$ cat config.mk
export PLATFORM = sky130hd
export DESIGN_NAME = hier_child_sequencer
export DESIGN_NICKNAME = d
export VERILOG_FILES = /design/src/rtl/hier_child_sequencer.sv
export SDC_FILE = /design/constraint.sdc
export NUM_CORES = 1
export LEC_CHECK = 0
export ABC_AREA = 1
export BUFFER_PORTS_ARGS = -buffer_cell sky130_fd_sc_hd__buf_2
export CORE_UTILIZATION = 40
export CTS_CLUSTER_SIZE = 25
export DETAILED_ROUTE_END_ITERATION = 10
export PLACE_DENSITY_LB_ADDON = 0.1
export SLEW_MARGIN = 20
export SYNTH_ARGS = -nofsm -noshare
export SYNTH_HDL_FRONTEND = slang
export SYNTH_SLANG_ARGS = --single-unit
$ cat constraint.sdc
create_clock -name clk -period 3.61 [get_ports clk]
set_input_delay 0.361 -clock clk [delete_from_list [all_inputs] [get_ports clk]]
set_output_delay 0.361 -clock clk [all_outputs]
set_load 0.05 [all_outputs]
$ cat src/rtl/hier_child_sequencer.sv
// Hierarchy node: launches enabled child blocks in parallel or in ascending index order,
// collects their done pulses and reports completion, or a timeout together with the offending lane.
module hier_child_sequencer #(
    parameter int NUM_CHILDREN = 5,
    parameter int TIMEOUT_W    = 16,
    parameter int IDX_W        = (NUM_CHILDREN > 1) ? $clog2(NUM_CHILDREN) : 1
) (
    input  logic                    clk,
    input  logic                    rst,
    input  logic                    start_i,
    input  logic                    mode_i,
    input  logic [NUM_CHILDREN-1:0] en_mask_i,
    input  logic [TIMEOUT_W-1:0]    timeout_cycles_i,
    input  logic [NUM_CHILDREN-1:0] child_done_i,
    output logic [NUM_CHILDREN-1:0] child_start_o,
    output logic                    busy_o,
    output logic                    done_o,
    output logic                    error_o,
    output logic [NUM_CHILDREN-1:0] done_mask_o,
    output logic [IDX_W-1:0]        err_idx_o
);

    typedef enum logic [2:0] {
        S_IDLE, S_PAR_LAUNCH, S_PAR_WAIT, S_SEQ_LAUNCH, S_SEQ_WAIT, S_DONE, S_ERR
    } state_t;

    state_t                  state_q, state_d;
    logic [NUM_CHILDREN-1:0] mask_q, mask_d;
    logic [TIMEOUT_W-1:0]    timeout_q, timeout_d;
    logic [TIMEOUT_W-1:0]    timer_q, timer_d;
    logic [IDX_W-1:0]        idx_q, idx_d;
    logic [NUM_CHILDREN-1:0] done_mask_q, done_mask_d;
    logic [IDX_W-1:0]        err_idx_q, err_idx_d;
    logic [NUM_CHILDREN-1:0] child_start_q, child_start_d;
    logic                    busy_q, busy_d;
    logic                    done_q, done_d;
    logic                    error_q, error_d;

    logic [NUM_CHILDREN-1:0] merged;
    logic [NUM_CHILDREN-1:0] remaining;
    logic [TIMEOUT_W-1:0]    timer_inc;

    function automatic logic [IDX_W-1:0] lowest_set(input logic [NUM_CHILDREN-1:0] v);
        logic [IDX_W-1:0] r;
        r = '0;
        for (int i = NUM_CHILDREN - 1; i >= 0; i--) begin
            if (v[i]) r = IDX_W'(i);
        end
        return r;
    endfunction

    function automatic logic [NUM_CHILDREN-1:0] lanes_above(input logic [IDX_W-1:0] idx);
        logic [NUM_CHILDREN-1:0] m;
        m = '0;
        for (int i = 0; i < NUM_CHILDREN; i++) begin
            if (i > int'(idx)) m[i] = 1'b1;
        end
        return m;
    endfunction

    // Wait timer saturates instead of wrapping so a huge timeout can never alias to a small one.
    assign timer_inc = (&timer_q) ? timer_q : timer_q + 1'b1;

    always_comb begin
        state_d     = state_q;
        mask_d      = mask_q;
        timeout_d   = timeout_q;
        timer_d     = timer_q;
        idx_d       = idx_q;
        done_mask_d = done_mask_q;
        err_idx_d   = err_idx_q;
        merged      = done_mask_q | (child_done_i & mask_q);
        remaining   = mask_q & lanes_above(idx_q);

        case (state_q)
            S_IDLE: begin
                if (start_i) begin
                    mask_d      = en_mask_i;
                    timeout_d   = timeout_cycles_i;
                    timer_d     = '0;
                    done_mask_d = '0;
                    err_idx_d   = '0;
                    if (en_mask_i == '0) begin
                        state_d = S_DONE;
                    end else if (!mode_i) begin
                        state_d = S_PAR_LAUNCH;
                    end else begin
                        state_d = S_SEQ_LAUNCH;
                        idx_d   = lowest_set(en_mask_i);
                    end
                end
            end
            S_PAR_LAUNCH: begin
                timer_d = '0;
                state_d = S_PAR_WAIT;
            end
            S_PAR_WAIT: begin
                done_mask_d = merged;
                if (merged == mask_q) begin
                    state_d = S_DONE;
                end else begin
                    timer_d = timer_inc;
                    if (timeout_q != '0 && timer_inc == timeout_q) begin
                        state_d   = S_ERR;
                        err_idx_d = lowest_set(mask_q & ~merged);
                    end
                end
            end
            S_SEQ_LAUNCH: begin
                timer_d = '0;
                state_d = S_SEQ_WAIT;
            end
            S_SEQ_WAIT: begin
                if (child_done_i[idx_q]) begin
                    done_mask_d[idx_q] = 1'b1;
                    if (remaining == '0) begin
                        state_d = S_DONE;
                    end else begin
                        idx_d   = lowest_set(remaining);
                        state_d = S_SEQ_LAUNCH;
                    end
                end else begin
                    timer_d = timer_inc;
                    if (timeout_q != '0 && timer_inc == timeout_q) begin
                        state_d   = S_ERR;
                        err_idx_d = idx_q;
                    end
                end
            end
            default: state_d = S_IDLE;
        endcase

        // Outputs are decoded from the next state so they appear registered in that state's cycle.
        child_start_d = '0;
        if (state_d == S_PAR_LAUNCH) child_start_d = mask_d;
        if (state_d == S_SEQ_LAUNCH) child_start_d = NUM_CHILDREN'(1) << idx_d;
        done_d  = (state_d == S_DONE);
        error_d = (state_d == S_ERR);
        busy_d  = (state_d != S_IDLE) && (state_d != S_DONE) && (state_d != S_ERR);
    end

    always_ff @(posedge clk) begin
        if (rst) begin
            state_q       <= S_IDLE;
            mask_q        <= '0;
            timeout_q     <= '0;
            timer_q       <= '0;
            idx_q         <= '0;
            done_mask_q   <= '0;
            err_idx_q     <= '0;
            child_start_q <= '0;
            busy_q        <= 1'b0;
            done_q        <= 1'b0;
            error_q       <= 1'b0;
        end else begin
            state_q       <= state_d;
            mask_q        <= mask_d;
            timeout_q     <= timeout_d;
            timer_q       <= timer_d;
            idx_q         <= idx_d;
            done_mask_q   <= done_mask_d;
            err_idx_q     <= err_idx_d;
            child_start_q <= child_start_d;
            busy_q        <= busy_d;
            done_q        <= done_d;
            error_q       <= error_d;
        end
    end

    assign child_start_o = child_start_q;
    assign busy_o        = busy_q;
    assign done_o        = done_q;
    assign error_o       = error_q;
    assign done_mask_o   = done_mask_q;
    assign err_idx_o     = err_idx_q;

endmodule
==> flow_summary.yaml <==
timing:
  tightestPinTransition_ps: 828.3
  slew_headroom_pct: 44.72
  final-setup-viol-count: 0
  slew_violations: 0
  rsz0062_at_grt: "false"
  max_freq_mhz: 346.1
  period_needed_ps: 2889
  fin_setup_tns_ps: 0
  hold_viol: 0
  fin_crit_sh_pct: 80.04
  clock_skew_ps: 10.90
cts:
  postCtsSetupBuffers: 0
  htree_num_levels: 3
  cts.path.max_buffers: 2
  clkTransAtPathRegs_ps: 80
  clock_latency_ps: 350
  cts_tree: "built"
  cts.sinks: 59
  root_buffer: "clkbuf_8"
  cts-buffers-inserted: 9
  post_cts_resized: 0
  cts_hold_buffers: 0
placement:
  hpwl_mm: 8.797
  portBuffers: 45
  gp_congestion: 0.9633
  dp.cells: 747
detailed_routing:
  wl_met3_um: 744
  highest_layer: "met4"
  vias: 4058
  drtIter0Drc: 312
  dr_wl_met2_mm: 4.388
  first_pass_iters: 5
  via_per_inst: 5.318
  ant_nets: 0
  routed_wl_mm: 11.23
  drc_errors: 0
  wl_met1_mm: 5.981
  wire_per_inst_um: 14.72
floorplan:
  row_count: 34
  start_util_pct: 42.13
  die-area_sq_mm: 0.009757
  die_y_um: 98.78
  core-area_sq_mm: 0.008891
  io_pins: 46
  die_w_um: 98.78
worst_setup_path:
  required_ps: 3860
  end_kind: "register"
  arrival_ps: 3140
  crit_fanout: 22
  worstPathCellList: "ha_1 > nand3_1 > nor2_2 > nand2_2 > nand2_1 > inv_1 > nand2_1 > nand2_1 > nor2_1 > nand4_1 > o21bai_2 > nand2_1 > nand2_2 > nand2_1 > nand2_1 > nor2_1"
  startpoint_type: "register"
  worst_path_most_repeated_cell: "nand2_1"
  crit_path_top_delay_cell: "dfxtp_1"
  worstSetupPathType: "register to register"
  cpPeakStageDelay_ps: 420
synth:
  syn_avg_cell_area_sq_um: 6.161
  syn_nets: 644
  synth_top_family_by_area: "simple AND/OR/NAND/NOR gates"
  synthAdderAreaFrac_pct: 2.004
  syn-instance-count: 608
  synth_area_sq_mm: 0.003746
  yosysUniqueCellTypes: 37
  seq_area_frac_synth_pct: 31.53
  synth_xor_area_share_pct: 0.9352
  synth-main-ff-cell: "dfxtp_1"
  synth-compound-area-share_pct: 15.06
  yosys.area_share.simple_pct: 41.18
  yosys_register_bits: 59
  yosys_warnings: 0
  async_flop_share_pct: 0
  muxShareOfSynthArea_pct: 0
  synth_edf_count: 0
global_routing:
  overflow: 0
  antenna_found_initial: 0
  grt_start_max_net_pins: 38
  grt_pass1_wl_mm: 18.39
  grt_pass1_vias: 3574
  track_usage_pct: 23.95
finish:
  utilization_pct: 47.65
  layout_commonest_cell: "nand2_1"
  nNetsFinal: 686
  final_cell_mix: "nand2_1, inv_1, nor2_1, dfxtp_1, a21oi_1"
  drive_above_1_share_pct: 14.35
  fillers: 947
  stdcell_count: 763
  syn_to_final_growth_pct: 13.09
  n_antenna_cell: 0
worst_hold_path:
  hold_path_class: "input pin to register"
outcome:
  run_status: "completed"
power_and_ir_drop:
  peakVddDrop_mv: 0.2202
  power.total_mw: 2.088
  power_density_mw_per_mm2: 492.9
  p_leak_nw: 1.987
job:
  cap_violations: 0
==> final cells by class <==
class	count	area [sq um]	area share (%)
timing repair buffer	46	232.7	5.493
clock buffer	9	123.9	2.924
multi-input combinational	460	2217	52.33
clock inverter	7	68.82	1.624
sequential	59	1181	27.88
tap	108	135.1	3.190
inverter	74	277.8	6.556
==> logic make-up after synthesis <==
logic type,count (synthesis)
AO/OA/AOI/OAI,105
XOR/XNOR,4
adder cells (fa/ha/maj),6
buffers and inverters,89
flip-flops,59
AND/OR/NAND/NOR,345
==> cell usage after synthesis, types with 2 or more instances <==
cell type	n	area share, %
a21oi_1	52	6.9
a31oi_1	3	0.50
buf_2	2	0.27
clkbuf_1	11	1.1
dfxtp_1	59	32
ha_1	6	2.0
inv_1	70	7.0
inv_2	4	0.40
nand2_1	173	17
nand2_2	7	1.2
nand3_1	47	6.3
nand3_2	2	0.53
nand4_1	23	3.8
nor2_1	64	6.4
nor2_2	4	0.67
nor2_4	5	1.5
nor3_1	8	1.1
nor3_2	2	0.53
nor4_1	3	0.50
o21ai_0	38	5.1
o21bai_1	2	0.40
o22ai_1	2	0.33
or2_2	5	0.84
xor2_1	3	0.70
==> flip-flops by register name (all words and copies together) (netlist names) <==
name / flops
timeout_q: 16
timer_q: 16
child_start_o: 5
done_mask_o: 5
mask_q: 5
err_idx_o: 3
idx_q: 3
state_q: 3
busy_o: 1
done_o: 1
error_o: 1
==> metal layers <==
metal	up-vias	GRT usage, %
li1	2077	-
met1	1811	38.45
met2	159	32.60
met3	11	3.050
met4	0	6.774
met5	-	0
==> worst max-delay path: cells and delay by family, from the launching register on <==
kind / cells / cell delay, ps
AO/OA/AOI/OAI: 1 / 180
adder cells (fa/ha/maj): 1 / 280
buffers and inverters: 1 / 60
flip-flops: 1 / 420
AND/OR/NAND/NOR: 13 / 1870
==> through the flow <==
stage | instance area (sq um) | hold WS (ps) | setup WS [ps]
3_3_place_gp | 4044 | 465.4 | 761.1
2_1_floorplan | 3746 | 457.0 | 1480
5_1_grt | 4237 | 312.4 | 477.8
3_5_place_dp | 4044 | 467.7 | 785.7
6_report | 4237 | 287.9 | 720.6
4_1_cts | 4237 | 279.0 | 775.4
==> final timing paths <==
check	endpoint	start	cells after the start	slack, ps
max	busy_o$_SDFF_PP0_	timer_q[0]$_SDFFE_PP0P_	16	720
min	timeout_q[5]$_SDFFE_PP0P_	timeout_cycles_i[5]	3	290
max reg2reg	busy_o$_SDFF_PP0_	timer_q[0]$_SDFFE_PP0P_	16	720
min reg2reg	err_idx_o[0]$_SDFFE_PP0P_	err_idx_o[0]$_SDFFE_PP0P_	2	480
==> power by group <==
group	leakage, nW	internal [mW]	switching, mW
Combinational	1.41	0.202	0.502
Clock	0.0950	0.316	0.286
Sequential	0.483	0.725	0.0583
Total	1.99	1.24	0.846
(Power assumes the default switching activity.)
